--- src/rtl/ariane_pkg.sv ---
// Shared core types: scoreboard id width, write-back port count and the
// exception record carried alongside every result.
package ariane_pkg;

   localparam int unsigned TRANS_ID_BITS = 3;
   localparam int unsigned NR_WB_PORTS   = 2;

   typedef struct packed {
      logic [63:0] cause;
      logic [63:0] tval;
      logic        valid;
   } exception_t;

endpackage

--- src/rtl/wb_collector_if.sv ---
// Result-source and scoreboard write-back bundle for the write-back collector.
// The collector uses the slave view; the environment drives the master view.
interface wb_collector_if #(
   parameter int unsigned NR_SRC      = 4,
   parameter int unsigned NR_WB_PORTS = ariane_pkg::NR_WB_PORTS
);

   logic [NR_SRC-1:0]                                  src_valid_i;
   logic [NR_SRC-1:0][ariane_pkg::TRANS_ID_BITS-1:0]   src_trans_id_i;
   logic [NR_SRC-1:0][63:0]                            src_result_i;
   ariane_pkg::exception_t [NR_SRC-1:0]                src_exception_i;
   logic [NR_SRC-1:0]                                  src_full_o;

   logic [NR_WB_PORTS-1:0]                                wb_valid_o;
   logic [NR_WB_PORTS-1:0]                                wb_ready_i;
   logic [NR_WB_PORTS-1:0][ariane_pkg::TRANS_ID_BITS-1:0] wb_trans_id_o;
   logic [NR_WB_PORTS-1:0][63:0]                          wb_data_o;
   ariane_pkg::exception_t [NR_WB_PORTS-1:0]              wb_ex_o;

   logic overflow_o;

   modport slave (
      input  src_valid_i, src_trans_id_i, src_result_i, src_exception_i, wb_ready_i,
      output src_full_o, wb_valid_o, wb_trans_id_o, wb_data_o, wb_ex_o, overflow_o
   );

   modport master (
      output src_valid_i, src_trans_id_i, src_result_i, src_exception_i, wb_ready_i,
      input  src_full_o, wb_valid_o, wb_trans_id_o, wb_data_o, wb_ex_o, overflow_o
   );

endinterface

--- src/rtl/wb_src_fifo.sv ---
// Single-source result FIFO: same-edge push, pop from the head, and a flush that
// empties it in one cycle. Storage is unreset; only pointers and count are.
module wb_src_fifo #(
   parameter int unsigned DEPTH = 2,
   parameter int unsigned WIDTH = 8,
   localparam int unsigned CNT_W = $clog2(DEPTH + 1),
   localparam int unsigned PTR_W = (DEPTH > 1) ? $clog2(DEPTH) : 1
) (
   input  logic             clk_i,
   input  logic             rst_i,
   input  logic             flush_i,
   input  logic             push_i,
   input  logic             pop_i,
   input  logic [WIDTH-1:0] data_i,
   output logic [WIDTH-1:0] data_o,
   output logic             full_o,
   output logic             empty_o,
   output logic [CNT_W-1:0] count_o
);

   logic [WIDTH-1:0] mem_q [DEPTH];
   logic [PTR_W-1:0] wr_ptr_q, wr_ptr_d;
   logic [PTR_W-1:0] rd_ptr_q, rd_ptr_d;
   logic [CNT_W-1:0] count_q, count_d;
   logic             push_ok;

   function automatic logic [PTR_W-1:0] next_ptr(input logic [PTR_W-1:0] ptr);
      if (int'(ptr) >= int'(DEPTH) - 1) return '0;
      return ptr + PTR_W'(1);
   endfunction

   assign full_o  = (count_q == CNT_W'(DEPTH));
   assign empty_o = (count_q == '0);
   assign count_o = count_q;
   assign data_o  = mem_q[rd_ptr_q];

   // A full FIFO still accepts a push when its head leaves in the same cycle.
   assign push_ok = push_i & (~full_o | pop_i) & ~flush_i;

   always_comb begin
      wr_ptr_d = wr_ptr_q;
      rd_ptr_d = rd_ptr_q;
      count_d  = count_q;
      if (flush_i) begin
         wr_ptr_d = '0;
         rd_ptr_d = '0;
         count_d  = '0;
      end else begin
         if (pop_i)   rd_ptr_d = next_ptr(rd_ptr_q);
         if (push_ok) wr_ptr_d = next_ptr(wr_ptr_q);
         case ({push_ok, pop_i})
            2'b10:   count_d = count_q + CNT_W'(1);
            2'b01:   count_d = count_q - CNT_W'(1);
            default: count_d = count_q;
         endcase
      end
   end

   always_ff @(posedge clk_i or posedge rst_i) begin
      if (rst_i) begin
         wr_ptr_q <= '0;
         rd_ptr_q <= '0;
         count_q  <= '0;
      end else begin
         wr_ptr_q <= wr_ptr_d;
         rd_ptr_q <= rd_ptr_d;
         count_q  <= count_d;
      end
   end

   always_ff @(posedge clk_i) begin
      if (push_ok) mem_q[wr_ptr_q] <= data_i;
   end

endmodule

--- src/rtl/wb_collector.sv ---
// Collects results from the functional units into per-source FIFOs and hands
// them to the scoreboard write ports with round-robin priority.
module wb_collector #(
   parameter int unsigned NR_SRC      = 4,
   parameter int unsigned NR_WB_PORTS = ariane_pkg::NR_WB_PORTS,
   parameter int unsigned FIFO_DEPTH  = 2
) (
   input logic           clk_i,
   input logic           rst_i,
   input logic           flush_i,
   wb_collector_if.slave bus
);

   localparam int unsigned SRC_W   = (NR_SRC > 1) ? $clog2(NR_SRC) : 1;
   localparam int unsigned CNT_W   = $clog2(FIFO_DEPTH + 1);
   localparam int unsigned ENTRY_W = ariane_pkg::TRANS_ID_BITS + 64 + $bits(ariane_pkg::exception_t);

   logic [NR_SRC-1:0]              pop, full, empty, drop;
   logic [NR_SRC-1:0][ENTRY_W-1:0] wdata, head;
   logic [NR_SRC-1:0][CNT_W-1:0]   count;

   logic [NR_WB_PORTS-1:0]            port_valid;
   logic [NR_WB_PORTS-1:0][SRC_W-1:0] port_src;
   logic [NR_SRC-1:0]                 taken;
   logic                              assigned;
   logic [SRC_W-1:0]                  grant_idx, pop_idx, last_pop;
   logic                              any_pop;

   logic [SRC_W-1:0]                  rr_q, rr_d;
   logic                              overflow_q, overflow_d;
   logic [NR_WB_PORTS-1:0]            lock_valid_q, lock_valid_d;
   logic [NR_WB_PORTS-1:0][SRC_W-1:0] lock_src_q, lock_src_d;

   function automatic logic [SRC_W-1:0] wrap_idx(input int base, input int offset);
      int v;
      v = base + offset;
      if (v >= int'(NR_SRC)) v = v - int'(NR_SRC);
      return SRC_W'(v);
   endfunction

   always_comb begin
      for (int s = 0; s < int'(NR_SRC); s++) begin
         wdata[s] = {bus.src_trans_id_i[s], bus.src_result_i[s], bus.src_exception_i[s]};
      end
   end

   for (genvar s = 0; s < int'(NR_SRC); s++) begin : g_src
      wb_src_fifo #(
         .DEPTH (FIFO_DEPTH),
         .WIDTH (ENTRY_W)
      ) i_fifo (
         .clk_i   (clk_i),
         .rst_i   (rst_i),
         .flush_i (flush_i),
         .push_i  (bus.src_valid_i[s]),
         .pop_i   (pop[s]),
         .data_i  (wdata[s]),
         .data_o  (head[s]),
         .full_o  (full[s]),
         .empty_o (empty[s]),
         .count_o (count[s])
      );
      assign bus.src_full_o[s] = (count[s] == CNT_W'(FIFO_DEPTH));
      assign drop[s] = bus.src_valid_i[s] & full[s] & ~pop[s] & ~flush_i;
   end

   // A port stalled by the scoreboard keeps its source so its payload cannot
   // change under it; free ports take non-empty sources in search order from rr_q.
   always_comb begin
      port_valid = '0;
      port_src   = '0;
      taken      = '0;
      assigned   = 1'b0;
      grant_idx  = '0;
      for (int k = 0; k < int'(NR_WB_PORTS); k++) begin
         if (lock_valid_q[k]) begin
            port_valid[k]        = 1'b1;
            port_src[k]          = lock_src_q[k];
            taken[lock_src_q[k]] = 1'b1;
         end
      end
      for (int i = 0; i < int'(NR_SRC); i++) begin
         grant_idx = wrap_idx(int'(rr_q), i);
         assigned  = 1'b0;
         if (!empty[grant_idx] && !taken[grant_idx]) begin
            for (int k = 0; k < int'(NR_WB_PORTS); k++) begin
               if (!assigned && !port_valid[k]) begin
                  port_valid[k] = 1'b1;
                  port_src[k]   = grant_idx;
                  assigned      = 1'b1;
               end
            end
         end
      end
   end

   always_comb begin
      pop = '0;
      for (int k = 0; k < int'(NR_WB_PORTS); k++) begin
         bus.wb_valid_o[k] = port_valid[k];
         {bus.wb_trans_id_o[k], bus.wb_data_o[k], bus.wb_ex_o[k]} = head[port_src[k]];
         if (port_valid[k] && bus.wb_ready_i[k]) pop[port_src[k]] = 1'b1;
      end
   end

   assign bus.overflow_o = overflow_q;

   // Priority restarts just past the popped source that was searched last.
   always_comb begin
      rr_d     = rr_q;
      any_pop  = 1'b0;
      last_pop = '0;
      pop_idx  = '0;
      for (int i = 0; i < int'(NR_SRC); i++) begin
         pop_idx = wrap_idx(int'(rr_q), i);
         if (pop[pop_idx]) begin
            any_pop  = 1'b1;
            last_pop = pop_idx;
         end
      end
      if (any_pop && !flush_i) rr_d = wrap_idx(int'(last_pop), 1);
      overflow_d = overflow_q | (|drop);
      for (int k = 0; k < int'(NR_WB_PORTS); k++) begin
         lock_valid_d[k] = port_valid[k] & ~bus.wb_ready_i[k] & ~flush_i;
         lock_src_d[k]   = port_src[k];
      end
   end

   always_ff @(posedge clk_i or posedge rst_i) begin
      if (rst_i) begin
         rr_q         <= '0;
         overflow_q   <= 1'b0;
         lock_valid_q <= '0;
         lock_src_q   <= '0;
      end else begin
         rr_q         <= rr_d;
         overflow_q   <= overflow_d;
         lock_valid_q <= lock_valid_d;
         lock_src_q   <= lock_src_d;
      end
   end

endmodule

--- src/flat_wrapper.sv ---
// flat-port wrapper written by rule: the top's interface ports become plain ports
module wb_collector_flat 
#(
   parameter int unsigned NR_SRC      = 4,
   parameter int unsigned NR_WB_PORTS = ariane_pkg::NR_WB_PORTS,
   parameter int unsigned FIFO_DEPTH  = 2
)
  (clk_i, rst_i, flush_i, bus_src_valid_i, bus_src_trans_id_i, bus_src_result_i, bus_src_exception_i, bus_wb_ready_i, bus_src_full_o, bus_wb_valid_o, bus_wb_trans_id_o, bus_wb_data_o, bus_wb_ex_o, bus_overflow_o);
  wb_collector_if #(.NR_SRC(NR_SRC), .NR_WB_PORTS(NR_WB_PORTS)) bus_i ();
  input logic clk_i;
  input logic rst_i;
  input logic flush_i;
  input wire logic [$bits(bus_i.src_valid_i)-1:0] bus_src_valid_i;
  input wire logic [$bits(bus_i.src_trans_id_i)-1:0] bus_src_trans_id_i;
  input wire logic [$bits(bus_i.src_result_i)-1:0] bus_src_result_i;
  input wire logic [$bits(bus_i.src_exception_i)-1:0] bus_src_exception_i;
  input wire logic [$bits(bus_i.wb_ready_i)-1:0] bus_wb_ready_i;
  output wire logic [$bits(bus_i.src_full_o)-1:0] bus_src_full_o;
  output wire logic [$bits(bus_i.wb_valid_o)-1:0] bus_wb_valid_o;
  output wire logic [$bits(bus_i.wb_trans_id_o)-1:0] bus_wb_trans_id_o;
  output wire logic [$bits(bus_i.wb_data_o)-1:0] bus_wb_data_o;
  output wire logic [$bits(bus_i.wb_ex_o)-1:0] bus_wb_ex_o;
  output wire logic [$bits(bus_i.overflow_o)-1:0] bus_overflow_o;
  assign bus_i.src_valid_i = bus_src_valid_i;
  assign bus_i.src_trans_id_i = bus_src_trans_id_i;
  assign bus_i.src_result_i = bus_src_result_i;
  assign bus_i.src_exception_i = bus_src_exception_i;
  assign bus_i.wb_ready_i = bus_wb_ready_i;
  assign bus_src_full_o = bus_i.src_full_o;
  assign bus_wb_valid_o = bus_i.wb_valid_o;
  assign bus_wb_trans_id_o = bus_i.wb_trans_id_o;
  assign bus_wb_data_o = bus_i.wb_data_o;
  assign bus_wb_ex_o = bus_i.wb_ex_o;
  assign bus_overflow_o = bus_i.overflow_o;
  wb_collector #(.NR_SRC(NR_SRC), .NR_WB_PORTS(NR_WB_PORTS), .FIFO_DEPTH(FIFO_DEPTH)) u_core (.clk_i(clk_i), .rst_i(rst_i), .flush_i(flush_i), .bus(bus_i));
endmodule
--- config.mk ---
export PLATFORM = sky130hd
export DESIGN_NAME = wb_collector_flat
export DESIGN_NICKNAME = d
export VERILOG_FILES = /design/src/rtl/ariane_pkg.sv /design/src/rtl/wb_collector_if.sv /design/src/rtl/wb_src_fifo.sv /design/src/rtl/wb_collector.sv /design/src/flat_wrapper.sv
export SDC_FILE = /design/constraint.sdc
export NUM_CORES = 2
export LEC_CHECK = 0
export ABC_AREA = 1
export CAP_MARGIN = 40
export CORE_AREA = 2 2 459 461
export DETAILED_ROUTE_END_ITERATION = 8
export DIE_AREA = 0 0 461 463
export GPL_ROUTABILITY_DRIVEN = 0
export GPL_TIMING_DRIVEN = 0
export PLACE_DENSITY = 0.52
export SETUP_SLACK_MARGIN = 0.05
export SLEW_MARGIN = 20
export SYNTH_ARGS = -nofsm -noshare
export SYNTH_HDL_FRONTEND = slang
export SYNTH_HIERARCHICAL = 1
export SYNTH_SLANG_ARGS = --single-unit
--- constraint.sdc ---
create_clock -name clk_i -period 16.37 [get_ports clk_i]
set_input_delay 3.274 -clock clk_i [delete_from_list [all_inputs] [get_ports clk_i]]
set_output_delay 3.274 -clock clk_i [all_outputs]
set_load 0.005 [all_outputs]
==> results.cfg <==
[run_status]
status = completed

[floorplan]
rows = 168
start_util_pct = 34.0
io_pins = 1192
die_w_um = 461
die_y_um = 463
core-area_sq_um = 209000
dieArea_sq_um = 213000

[finish]
register_area_sq_um = 47700
area_growth_pct = 34.1
final_area_sq_um = 95100
multi_input_area_sq_um = 21200
final_cell_mix = 1568 x edfxtp_1, 1191 x clkdlybuf4s50_1, 647 x nand3_1, 511 x nand2_1, 406 x a21oi_1
final_common_cell = edfxtp_1
fillers = 18800
layout-drive-gt1-share_pct = 20.8
fin_nets = 7157

[setup_path]
critPathMaxFanout = 10
slowest_stage = buf_2
slowest_delay_ns = 0.68
critPathBufInv = 6
crit_type = register to output port
crit_chain = xnor2_2 > inv_2 > nand3_2 > nand2_4 > nand2_1 > nand3_1 > nor2_4 > nand2_4 > nor2_2 > inv_2 > nand2_2 > nand2_1 > inv_2 > buf_2 > buf_2 > a22oi_1 > nand3_1 > clkdlybuf4s50_1
startpoint_type = register
worst-endpoint-arrival_ns = 6.08
cp-end-kind = output port
path_delay_family = buffers and inverters
cpMostUsedCell = inv_2
required_ns = 13.10

[placement]
place.port_buffers = 1191
preCtsSetupSlack_ns = 7.78
placed_area_sq_um = 89200
place_hpwl_mm = 244

[timing]
max_freq_mhz = 107
fin_setup_tns_ns = 0
worst_pin_slew_ns = 0.919
slew_headroom_pct = 38.7
rsz0062_at_grt = false
hold_viol = 0
setup_violations = 0
whs_ns = 0.497
slew_viol_final = 0
fin_ws_ns = 7.02
finalCritPeriodShare_pct = 57.1
finClkSkew_ns = 0.0467
fin_crit_ns = 9.35

[worst_hold_path]
hp-class = register to register

[synthesis]
synth.distinct_cells = 36
synth_async_sr_flop_share_pct = 1.57
syn_area_sq_um = 71000
synth-seq-cells = 1593
avgSynthCellArea_sq_um = 14.6
synth_fp_nets = 5654
syn_inst = 4861
yosys_most_used_dff = edfxtp_1
yosys_warnings = 6
ys_seq_area_share_pct = 67.2
synth-edff-count = 1568

[route]
first_iter_violations = 6544
drcViolationCount = 0
viasPerCell = 5.58
vias = 52400
totalWireLength_mm = 324
postRouteAntennaNets = 0
wire_per_inst_um = 34.5
dr.pass1.iters = 6

[cts]
cts_sinks = 1593
cts_max_path_buffers = 3
post-cts-setup-buffers = 0
ctsResizeCount = 0
clk-insertion-delay-late_ns = 0.85
path_clk_slew_ns = 0.06
postCtsHoldBufs = 0
cts_tree = built
cts_buffers = 181
cts-root-buf = clkbuf_16
cts_max_level = 4

[grt]
grt_max_degree = 22
grt_use_total_pct = 29.4
grt_pass1_vias = 51100
antenna_found_initial = 166
gr-total-overflow = 0
grt_pass1_wl_mm = 430

[job]
timing.max_cap.violations = 0
[final timing paths]
check | to | slack, ns | start | cells after the start
setup / recovery | bus_wb_ex_o[225] | 7.02 | u_core/rr_q[1] | 18
hold / removal | u_core/bus.overflow_o | 0.50 | u_core/bus.overflow_o | 1
setup reg to reg | u_core/g_src[0].i_fifo/mem_q[0][115] | 11.03 | u_core/rr_q[1] | 21
hold reg to reg | u_core/bus.overflow_o | 0.50 | u_core/bus.overflow_o | 1
max in group asynchronous | u_core/lock_valid_q[1] | 13.06 | rst_i | 2
min in group asynchronous | u_core/g_src[3].i_fifo/count_o[1] | 2.88 | rst_i | 2
[registers in the layout, summed over array words and instances (netlist names)]
| register | flops |
|---|---|
| u_core/bus.overflow_o | 1 |
| u_core/g_src.i_fifo/count_o | 8 |
| u_core/g_src.i_fifo/mem_q | 1568 |
| u_core/g_src.i_fifo/rd_ptr_q | 4 |
| u_core/g_src.i_fifo/wr_ptr_q | 4 |
| u_core/lock_src_q | 4 |
| u_core/lock_valid_q | 2 |
| u_core/rr_q | 2 |
[logic make-up (layout without fill, tap and decap cells)]
family	count (synthesis)	in the layout	synth area share [%]
and+or+nand+nor	1234	1234	7.88
AOI/OAI and AO/OA	826	826	7.26
other	0	86	0
DFF	1593	1593	67.2
xor gates and xnor gates	1	1	0.0229
buffers and inverters	423	2063	3.04
muxes	784	784	14.6
[metal layers]
layer  wire length, um  GRT usage [%]
met1            124000           36.5
met2            149000           46.3
met3             34400           9.52
met4             15700           13.8
met5               557              0
[per-stage QoR]
stage          instances  utilization (%)
2_1_floorplan       4861                -
3_3_place_gp        8857             41.4
3_5_place_dp        8984             42.8
4_1_cts             9304             45.5
5_1_grt             9362             45.6
6_report            9392             45.6
[synth_stat cells, drive strengths merged, types with 3 or more instances]
master / instances / share of area (%)
nand4: 6 / 0.053
clkbuf: 188 / 0.99
a22oi: 392 / 4.1
inv: 75 / 0.40
nor2: 50 / 0.33
nor3: 3 / 0.021
o22ai: 3 / 0.026
mux2: 784 / 15
buf: 160 / 1.6
or2: 3 / 0.026
nand2: 517 / 2.8
nand3: 654 / 4.7
a21oi: 408 / 2.9
edfxtp: 1568 / 66
dfrtp: 25 / 0.88
o21ai: 20 / 0.14
[cell type report]
cell class                      instances  share of cell area [%]
Clock inverter                         89                    1.01
Tap cell                             2805                    3.69
Sequential cell                      1593                    50.2
Buffer                                348                    1.99
Multi-Input combinational cell       2845                    22.2
Inverter                               75                   0.296
Clock buffer                          231                    5.01
Timing Repair Buffer                 1320                    15.4
Antenna cell                           86                   0.226
Power is left out: the tool's default activity adds up to more than one toggle a clock period on the data nets, which glitch-free logic cannot reach.
